===== src/rtl/alu_share_arbiter.sv =====
// alu_share_arbiter: round-robin sharing of one execute-stage ALU (with CMOV min-select front end) between two requesters.
// Optional per-requester saturating grant counters are enabled by defining ALU_ARB_GRANT_CNT_EN.
module alu_share_arbiter #(
    parameter int DW  = 32,
    parameter int OPW = 4
`ifdef ALU_ARB_GRANT_CNT_EN
    ,
    parameter int CNT_W = 16
`endif
) (
    input  logic           clk,
    input  logic           rst,
    input  logic           r0_valid,
    output logic           r0_ready,
    input  logic [OPW-1:0] r0_op,
    input  logic [DW-1:0]  r0_a,
    input  logic [DW-1:0]  r0_b,
    input  logic           r0_cmov,
    input  logic           r1_valid,
    output logic           r1_ready,
    input  logic [OPW-1:0] r1_op,
    input  logic [DW-1:0]  r1_a,
    input  logic [DW-1:0]  r1_b,
    input  logic           r1_cmov,
    output logic           alu_is_cmov,
    output logic [OPW-1:0] alu_op,
    output logic [DW-1:0]  alu_a,
    output logic [DW-1:0]  alu_b,
    input  logic [DW-1:0]  alu_result,
`ifdef ALU_ARB_GRANT_CNT_EN
    output logic [CNT_W-1:0] gnt_cnt0,
    output logic [CNT_W-1:0] gnt_cnt1,
`endif
    output logic           rsp_valid,
    input  logic           rsp_ready,
    output logic           rsp_id,
    output logic [DW-1:0]  rsp_data
);

    localparam logic [1:0] IDLE = 2'd0;
    localparam logic [1:0] EXEC = 2'd1;
    localparam logic [1:0] RESP = 2'd2;

    logic [1:0] state;
    logic       rr_ptr;
    logic       gnt_id;
    logic       any_valid;
    logic       grant;

    // Pick the winner: a lone requester wins outright, a tie goes to rr_ptr.
    always_comb begin
        any_valid = r0_valid | r1_valid;
        grant     = (r0_valid & r1_valid) ? rr_ptr : r1_valid;
    end

    // Arbitration FSM; the ready pulse also marks the first EXEC cycle, so the
    // result is captured one cycle later, giving rsp_valid two cycles after accept.
    always_ff @(posedge clk) begin
        if (rst) begin
            state       <= IDLE;
            rr_ptr      <= 1'b0;
            gnt_id      <= 1'b0;
            r0_ready    <= 1'b0;
            r1_ready    <= 1'b0;
            alu_is_cmov <= 1'b0;
            alu_op      <= '0;
            alu_a       <= '0;
            alu_b       <= '0;
            rsp_valid   <= 1'b0;
            rsp_id      <= 1'b0;
            rsp_data    <= '0;
        end else begin
            case (state)
                IDLE: begin
                    if (any_valid) begin
                        state       <= EXEC;
                        gnt_id      <= grant;
                        rr_ptr      <= ~grant;
                        r0_ready    <= ~grant;
                        r1_ready    <= grant;
                        alu_op      <= grant ? r1_op   : r0_op;
                        alu_a       <= grant ? r1_a    : r0_a;
                        alu_b       <= grant ? r1_b    : r0_b;
                        alu_is_cmov <= grant ? r1_cmov : r0_cmov;
                    end
                end
                EXEC: begin
                    r0_ready <= 1'b0;
                    r1_ready <= 1'b0;
                    if (!(r0_ready | r1_ready)) begin
                        rsp_data  <= alu_result;
                        rsp_id    <= gnt_id;
                        rsp_valid <= 1'b1;
                        state     <= RESP;
                    end
                end
                RESP: begin
                    if (rsp_ready) begin
                        rsp_valid <= 1'b0;
                        state     <= IDLE;
                    end
                end
                default: state <= IDLE;
            endcase
        end
    end

`ifdef ALU_ARB_GRANT_CNT_EN
    // Count accepted ops per requester, sticking at all-ones instead of wrapping.
    always_ff @(posedge clk) begin
        if (rst) begin
            gnt_cnt0 <= '0;
            gnt_cnt1 <= '0;
        end else begin
            if (r0_ready && !(&gnt_cnt0)) gnt_cnt0 <= gnt_cnt0 + CNT_W'(1);
            if (r1_ready && !(&gnt_cnt1)) gnt_cnt1 <= gnt_cnt1 + CNT_W'(1);
        end
    end
`endif

endmodule


===== config.mk =====
export PLATFORM = sky130hd
export DESIGN_NAME = alu_share_arbiter
export DESIGN_NICKNAME = d
export VERILOG_FILES = /design/src/rtl/alu_share_arbiter.sv
export SDC_FILE = /design/constraint.sdc
export NUM_CORES = 1
export LEC_CHECK = 0
export CAP_MARGIN = 20
export CORE_MARGIN = 1.5
export CORE_UTILIZATION = 41
export DETAILED_ROUTE_END_ITERATION = 7
export PLACE_DENSITY = 0.86
export SLEW_MARGIN = 20
export SYNTH_ARGS = -nofsm -noshare
export SYNTH_HDL_FRONTEND = slang
export SYNTH_SLANG_ARGS = --single-unit

===== constraint.sdc =====
create_clock -name clk -period 4 [get_ports clk]
set_clock_uncertainty 0.1 [all_clocks]
set_input_delay 0.6 -clock clk [delete_from_list [all_inputs] [get_ports clk]]
set_output_delay 0.6 -clock clk [all_outputs]
set_load 0.02 [all_outputs]

# Word-level counts from Yosys, hierarchy flattened
# Index checks and enable logic that the tools add are counted.
totals:
  output_inout_bits: 105
  reg_bits: 109
  word_cells: 46
op_classes:
  n_bitwise: 5
  n_reduce_logical: 8
  muxes: 16
  n_eq_ne: 5
op_table:
  columns: ["cell", "n"]
  rows:
  - ["32-bit two-way mux", 2]
  - ["1-bit two-way mux", 6]
  - ["2-bit two-way mux", 3]
  - ["2-bit != test (second input constant)", 3]
  - ["1-bit case mux with 2 select lines", 3]
  - ["2-bit case mux with 3 select lines", 1]
  - ["2-bit AND reduction", 3]
  - ["3-bit AND reduction", 2]
  - ["4-bit two-way mux", 1]
  - ["2-bit nonzero test", 2]
  - ["2-bit by 1-bit equality test with 1-bit output (second input constant)", 1]
  - ["2-bit equality test (second input constant)", 1]
  - ["2-bit zero test", 1]
  - ["1-bit inverter", 2]
  - ["1-bit OR", 2]
  - ["1-bit bitwise AND", 1]

# Depth between registers and ports, before layout
# Gate-level depths: netlist (run 1).
depth:
  depth_word: 5
  ltp_mapped: 7
  mapped_depth_nobuf: 3

# Worst setup path after synthesis (run 1)
# Ideal clock, no wire load.
synth_timing:
  path_type: "in2reg"
  start: "input r0_valid"
  end: "register r1_ready"
  t_arrival_ns: 1.542
  n_path_buf: 2
  path_slack_ns: 2.272
  required_ns: 3.814
  cell_stages: 5
  cell_sequence: "buf_2 > nor2b_1 > clkbuf_1 > or3_1 > a211oi_1"
synth_via:
  elab_chain_len: 4
  word_cells_on_any_way: 7
  cone_classes: "eq/ne: 1; mux: 3; bitwise: 2; reduce/logical: 1"
synth_lines:
  columns: ["item", "line", "rtl"]
  rows:
  - ["start: declaration", "13", "input logic r0_valid,"]
  - ["1-bit bitwise AND", "53", "grant = (r0_valid & r1_valid) ? rr_ptr : r1_valid;"]
  - ["1-bit two-way mux", "53", null]
  - ["1-bit two-way mux", "75", "if (any_valid) begin"]
  - ["1-bit case mux with 2 select lines", "73", "case (state)"]
  - ["end signal: assignment", "80", "r1_ready <= grant;"]
  - ["end: declaration", "20", "output logic r1_ready,"]
# Parallel ways exist; a longest one is shown, timed or not. The select of a mux whose other input is x is not followed.
# A chain may end at the register's enable or synchronous reset.

# Final worst setup path (run 1)
layout_timing:
  start: "input r0_valid"
  end: "register alu_a[16]"
layout_via:
  elab_chain_len: 3
  word_cells_on_any_way: 5
  cone_classes: "mux: 2; bitwise: 2; reduce/logical: 1"
layout_lines:
  columns: ["item", "line", "rtl"]
  rows:
  - ["1-bit bitwise AND", "53", null]
  - ["1-bit two-way mux", "53", null]
  - ["32-bit two-way mux", "82", "alu_a <= grant ? r1_a : r0_a;"]
  - ["end signal: assignment", "82", null]
  - ["end: declaration", "27", "output logic [DW-1:0] alu_a,"]
# Parallel ways exist; a longest one is shown, timed or not.

==> summary.txt, run 1 <==
Run status
  • Status: completed

Logic synthesis
  • Mean Syn Cell Area: 8.10 sq um
  • Warnings from Yosys: 0
  • Post-synth EDFFs: 0
  • Area of the mapped netlist: 4820 sq um
  • Register area share after synthesis: 45.3%
  • Cells after synthesis: 595
  • Ys flop type: dfxtp_1
  • Cell variety after synth: 28
  • Yosys reg bits: 109
  • Async S/R FF share, synth: 0%
  • Syn Nets: 770

Routing
  • Via density: 5.98
  • Initial DRC count: 547
  • DRT antenna net count: 0
  • Vias: 5,752
  • Initial DRT Pass Iterations: 5
  • Drt wl/cell: 18.2 microns
  • Total Routed Length: 17,500 microns
  • DR DRC count: 0

Placed design
  • DPL Wire Length: 11,600 microns
  • Port Buffers: 279
  • Routability congestion estimate from global placement: 0.835
  • Setup WS pre-CTS: 1.05 ns
  • Post-Place Cells: 946

Clock tree
  • Clock sink count: 109
  • Clk buf depth: 2
  • Hold buffer count at cts: 0
  • Cts repair resizes: 0
  • Clk_lat worst skew: 0.33 ns
  • CTS Root Cell: clkbuf_16
  • TritonCTS clock tree: yes
  • Total CTS buffers: 9
  • H-tree levels: 3
  • Postcts setup bufs: 0
  • Clk slew on worst S/H paths: 0.07 ns

Final layout
  • Post-route insts no fill: 962
  • Area grow syn2layout: 61.1%
  • Final nets: 989
  • Share of cells above drive strength 1: 4.15%
  • Most common cell after layout, fill and taps aside: clkdlybuf4s50_1
  • Antenna Cells: 0
  • Most frequent cells in the layout: 276 x clkdlybuf4s50_1, 109 x dfxtp_1, 80 x nand4_1, 73 x o21ai_0, 68 x nand2_1
  • Filler Cell Count: 870

Worst setup path
  • CP endpoint kind: flop
  • Register-to-Register Path Depth: 4
  • Crit path required time: 4.07 ns
  • Critical setup path kind: in2reg
  • CP startpoint kind: input pin
  • Reg2reg end: alu_a[16]
  • Critical Path AT: 2.70 ns
  • Reg-to-Reg Start: rr_ptr
  • Worst-path maximum fanout: 45
  • Reg2Reg Setup Slack: 1.82 ns

Floorplan
  • Ports: 280
  • # rows: 39
  • Die width: 111 microns
  • Core area: 11,500 sq um
  • Die height: 111 microns
  • Full die area: 12,400 sq um
  • Initial cell density of the core: 42.1%

Power
  • Pwr dens: 401 nW/um^2
  • Total power: 3120 uW
  • Pleak: 0.00260 uW
  • Maximum vdd drop: 229 uV

Global routing
  • Largest net degree at the start of global routing: 110
  • Total grt overflow: 0
  • Global-route wire length before repair: 27,200 microns
  • Vias in the first global route: 5,428
  • Antenna violations before repair: 0
  • GR Util All Layers: 26.4%

STA
  • Slew HR: 26.9%
  • Min cycle time layout: 2.63 ns
  • Final Slew Violations: 0
  • Final hold vios: 0
  • F_max: 380 MHz
  • Setup TNS: 0 ns
  • Setup ws final: 1.37 ns
  • Worst-margin pin slew: 1.10 ns
  • Final period util: 65.8%
  • RSZ-0062 raised after global routing: false
  • # setup viols final: 0

Min path
  • Beginning of the worst hold path: rsp_data[15]
  • Hold Crit Class: reg2reg
  • Hold depth: 2
  • Hold path endpoint: rsp_data[15]

Job
  • MaxCap Viol Count: 0
## power by group
part	switching [uW]	internal, uW
Combinational	529	469
Clock	393	441
Sequential	77.6	1210
## logic make-up after synthesis
| logic type | synth area share [%] |
|---|---|
| buf+inv | 8.10 |
| flops | 45.3 |
| simple gates | 21.1 |
| compound gates | 25.5 |
## area by class of cell
class,count,area [sq um],area share [%]
timing repair buffer,287,2860,36.8
multi-input combinational,405,2270,29.2
sequential,109,2180,28.1
clock buffer,11,243,3.12
tap,143,179,2.30
clock inverter,5,35.0,0.451
inverter,2,7.51,0.0966
## how the worst max path moves through the flow
stage | cells past startpoint | start | to | slack (ns)
after global placement | 5 | r0_valid | alu_a[13] | 1.14
after detailed placement | 5 | r0_valid | alu_a[16] | 1.05
after floorplan | 5 | r0_valid | r1_ready | 2.27
final | 5 | r0_valid | alu_a[16] | 1.37
after global routing | 5 | r0_valid | alu_a[16] | 1.25
after CTS | 5 | r0_valid | alu_a[16] | 1.42
## synth_stat cells (all sizes together) (2+ instances only)
| library cell | count | area [sq um] |
|---|---|---|
| nand3 | 31 | 155 |
| nor2b | 2 | 12.5 |
| dfxtp | 109 | 2180 |
| nand4 | 80 | 500 |
| or2 | 2 | 12.5 |
| buf | 29 | 194 |
| clkbuf | 50 | 189 |
| nand2 | 68 | 255 |
| inv | 2 | 7.51 |
| a31oi | 40 | 250 |
| o21ai | 73 | 365 |
| nor2 | 4 | 17.5 |
| a21oi | 68 | 344 |
| a311oi | 29 | 254 |
## per-stage QoR
stage	util [%]	hold WS, ns	cell area [sq um]
final	67.8	0.356	7770
after global routing	67.8	0.375	7770
after CTS	67.7	0.359	7760
after detailed placement	65.3	0.346	7480
after global placement	65.3	0.338	7480
after floorplan	-	0.328	4820
## flip-flops by register name, indices dropped and copies added, names as in the netlist
| name | cells |
|---|---|
| alu_a | 32 |
| alu_b | 32 |
| rsp_data | 32 |
| alu_op | 4 |
| state | 2 |
| alu_is_cmov | 1 |
| gnt_id | 1 |
| r0_ready | 1 |
| r1_ready | 1 |
| rr_ptr | 1 |
| rsp_id | 1 |
| rsp_valid | 1 |
## critical path, stage by stage
cell	delay, ns
buf_2	0.67
nand2b_2	0.71
buf_4	0.47
nand3_1	0.13
a311oi_1	0.11
## per-layer routing
| metal | part of all wire (%) | GRT usage, % | routed length, microns |
|---|---|---|---|
| met1 | 39 | 32.0 | 6840 |
| met5 | 0 | 0 | 0 |
| met3 | 7.6 | 4.57 | 1330 |
| met4 | 3.8 | 13.0 | 669 |
| met2 | 50 | 45.3 | 8680 |
No activity file was read; power rests on OpenSTA's default activity.
==> inputs of run 2 (changes only) <==
CORE_UTILIZATION = 35   (was 41)
PLACE_DENSITY = 0.78   (was 0.86)
clock period = 2.1 ns   (was 4 ns; I/O delays follow)
==> summary.txt, run 2 (synthesis gave the netlist of run 1 again) <==
Floorplan
  • Die height: 120 microns (+8.0%)
  • Die width: 120 microns (+8.0%)
  • # rows: 42 (+7.7%)
  • Full die area: 14,500 sq um (+17%)
  • Ports: 280 (unchanged)
  • Core area: 13,300 sq um (+16%)
  • Initial cell density of the core: 36.1% (-5.9 points)

Worst setup path
  • Critical setup path kind: reg2out
  • Crit path required time: 1.68 ns (-2.39 ns)
  • Delay-heaviest family, CP: buffers and inverters
  • Worst-path maximum fanout: 5 (-89%)
  • Worst path depth: 1 (-4)
  • CP max stage cell: clkdlybuf4s50_1
  • CP startpoint kind: flop
  • Crit path cell chain: clkdlybuf4s50_1
  • Crit path buffers/inverters: 1 (-1)
  • CP endpoint kind: output pin
  • Critical Path Source: r0_ready
  • CP Capture Point: r0_ready
  • Reg2Reg Setup Slack: 0.44 ns (-1.38 ns)
  • Reg2reg end: rsp_data[14]
  • Register-to-Register Path Depth: 3 (-1)
  • Worst path max stage delay: 0.68 ns (-0.03 ns)
  • Reg-to-Reg Start: state[1]
  • Critical Path AT: 1.49 ns (-1.21 ns)

Clock tree
  • H-tree levels: 3 (unchanged)
  • Postcts setup bufs: 0 (unchanged)
  • Total CTS buffers: 9 (unchanged)
  • Clk slew on worst S/H paths: 0.07 ns (about the same)
  • Cts repair resizes: 0 (unchanged)
  • Clock sink count: 109 (unchanged)
  • CTS Root Cell: clkbuf_16
  • Hold buffer count at cts: 0 (unchanged)
  • Clk_lat worst skew: 0.34 ns (about the same)
  • TritonCTS clock tree: yes
  • Clk buf depth: 2 (unchanged)

Final layout
  • Final nets: 999 (+1.0%)
  • Most frequent cells in the layout: 276 x clkdlybuf4s50_1, 109 x dfxtp_1, 80 x nand4_1, 73 x o21ai_0, 68 x nand2_1
  • Final Cell Area: 8020 sq um (+3.3%)
  • Share of cells above drive strength 1: 5.43% (+1.3 points)
  • Antenna Cells: 0 (unchanged)
  • Area grow syn2layout: 66.4%
  • Top flop regs: alu_a (32), alu_b (32), rsp_data (32)
  • Most common cell after layout, fill and taps aside: clkdlybuf4s50_1

Job
  • MaxCap Viol Count: 0 (unchanged)

Routing
  • Initial DRT Pass Iterations: 7 (+2)
  • Drt wl/cell: 17.5 microns (-3.9%)
  • Total Routed Length: 17,600 microns (+0.37%)
  • Via density: 5.61 (-6.2%)
  • DRT antenna net count: 0 (unchanged)
  • Initial DRC count: 409 (-25%)
  • Vias: 5,638 (-2.0%)
  • DR DRC count: 0 (unchanged)

Placed design
  • Placed Area: 7670 sq um (+2.6%)
  • Routability congestion estimate from global placement: 0.806 (-3.5%)
  • DPL Wire Length: 11,600 microns (-0.22%)
  • Port Buffers: 279 (unchanged)

STA
  • Final hold vios: 0 (unchanged)
  • F_max: 525 MHz
  • Worst-margin pin slew: 0.596 ns (-0.500 ns)
  • RSZ-0062 raised after global routing: false
  • Final Slew Violations: 0 (unchanged)
  • Slew HR: 60.3% (+33 points)
  • Min cycle time layout: 1.91 ns
  • # setup viols final: 0 (unchanged)
  • Setup TNS: 0 ns (unchanged)
  • Final period util: 90.8%

Min path
  • Hold Crit Class: in2reg

Global routing
  • Global-route wire length before repair: 27,400 microns (+0.76%)
  • GR Util All Layers: 23.5% (-2.9 points)
  • Antenna violations before repair: 0 (unchanged)
  • Largest net degree at the start of global routing: 75 (-32%)
  • Vias in the first global route: 5,378 (-0.92%)
  • Total grt overflow: 0 (unchanged)

Power
  • Pwr dens: 792 nW/um^2 (+98%)
  • Total power: 6360 uW (+100%)
  • Pleak: 0.00270 uW (+4.0%)
  • Maximum vdd drop: 475 uV (+110%)

Run status
  • Status: completed
==> run 2: power by group <==
part           internal (uW)  switching [uW]
sequential              2300             128
clock                   1200             780
combinational            934            1020
total                   4430            1930
==> run 2: layout make-up <==
type	count	area [sq um]
Sequential cell	109	2180
Tap cell	176	220
Fill cell	1170	5320
Timing Repair Buffer	297	3000
Clock inverter	6	110
Clock buffer	10	239
Inverter	2	7.51
Multi-Input combinational cell	405	2260
==> run 2: through the flow <==
stage | hold WS (ns) | std cells | setup WS (ns) | utilization, %
after floorplan | 0.328 | 595 | 0.558 | -
after global placement | 0.341 | 989 | 0.479 | 57.5
after detailed placement | 0.347 | 989 | 0.433 | 57.5
after CTS | 0.222 | 1005 | 0.181 | 60.1
after global routing | 0.234 | 1005 | 0.128 | 60.1
final | 0.230 | 1005 | 0.194 | 60.1
==> run 2: worst min-delay path by stage <==
| stage | startpoint | end | cells past startpoint |
|---|---|---|---|
| final | r0_valid | r0_ready | 3 |
| after global routing | r0_valid | rr_ptr | 3 |
| after CTS | r0_valid | r0_ready | 3 |
| after detailed placement | rsp_data[6] | rsp_data[6] | 2 |
| after global placement | rsp_data[28] | rsp_data[28] | 2 |
| after floorplan | gnt_id | rsp_id | 2 |
==> run 2: per-layer routing <==
layer  share of wire (%)  global-route usage [%]  vias up
li1                    -                       -     2695
met1                  42                    29.5     2649
met2                  48                    39.6      265
met3                 7.2                    4.48       29
met4                 2.5                    9.19        0
met5                   0                       0        -
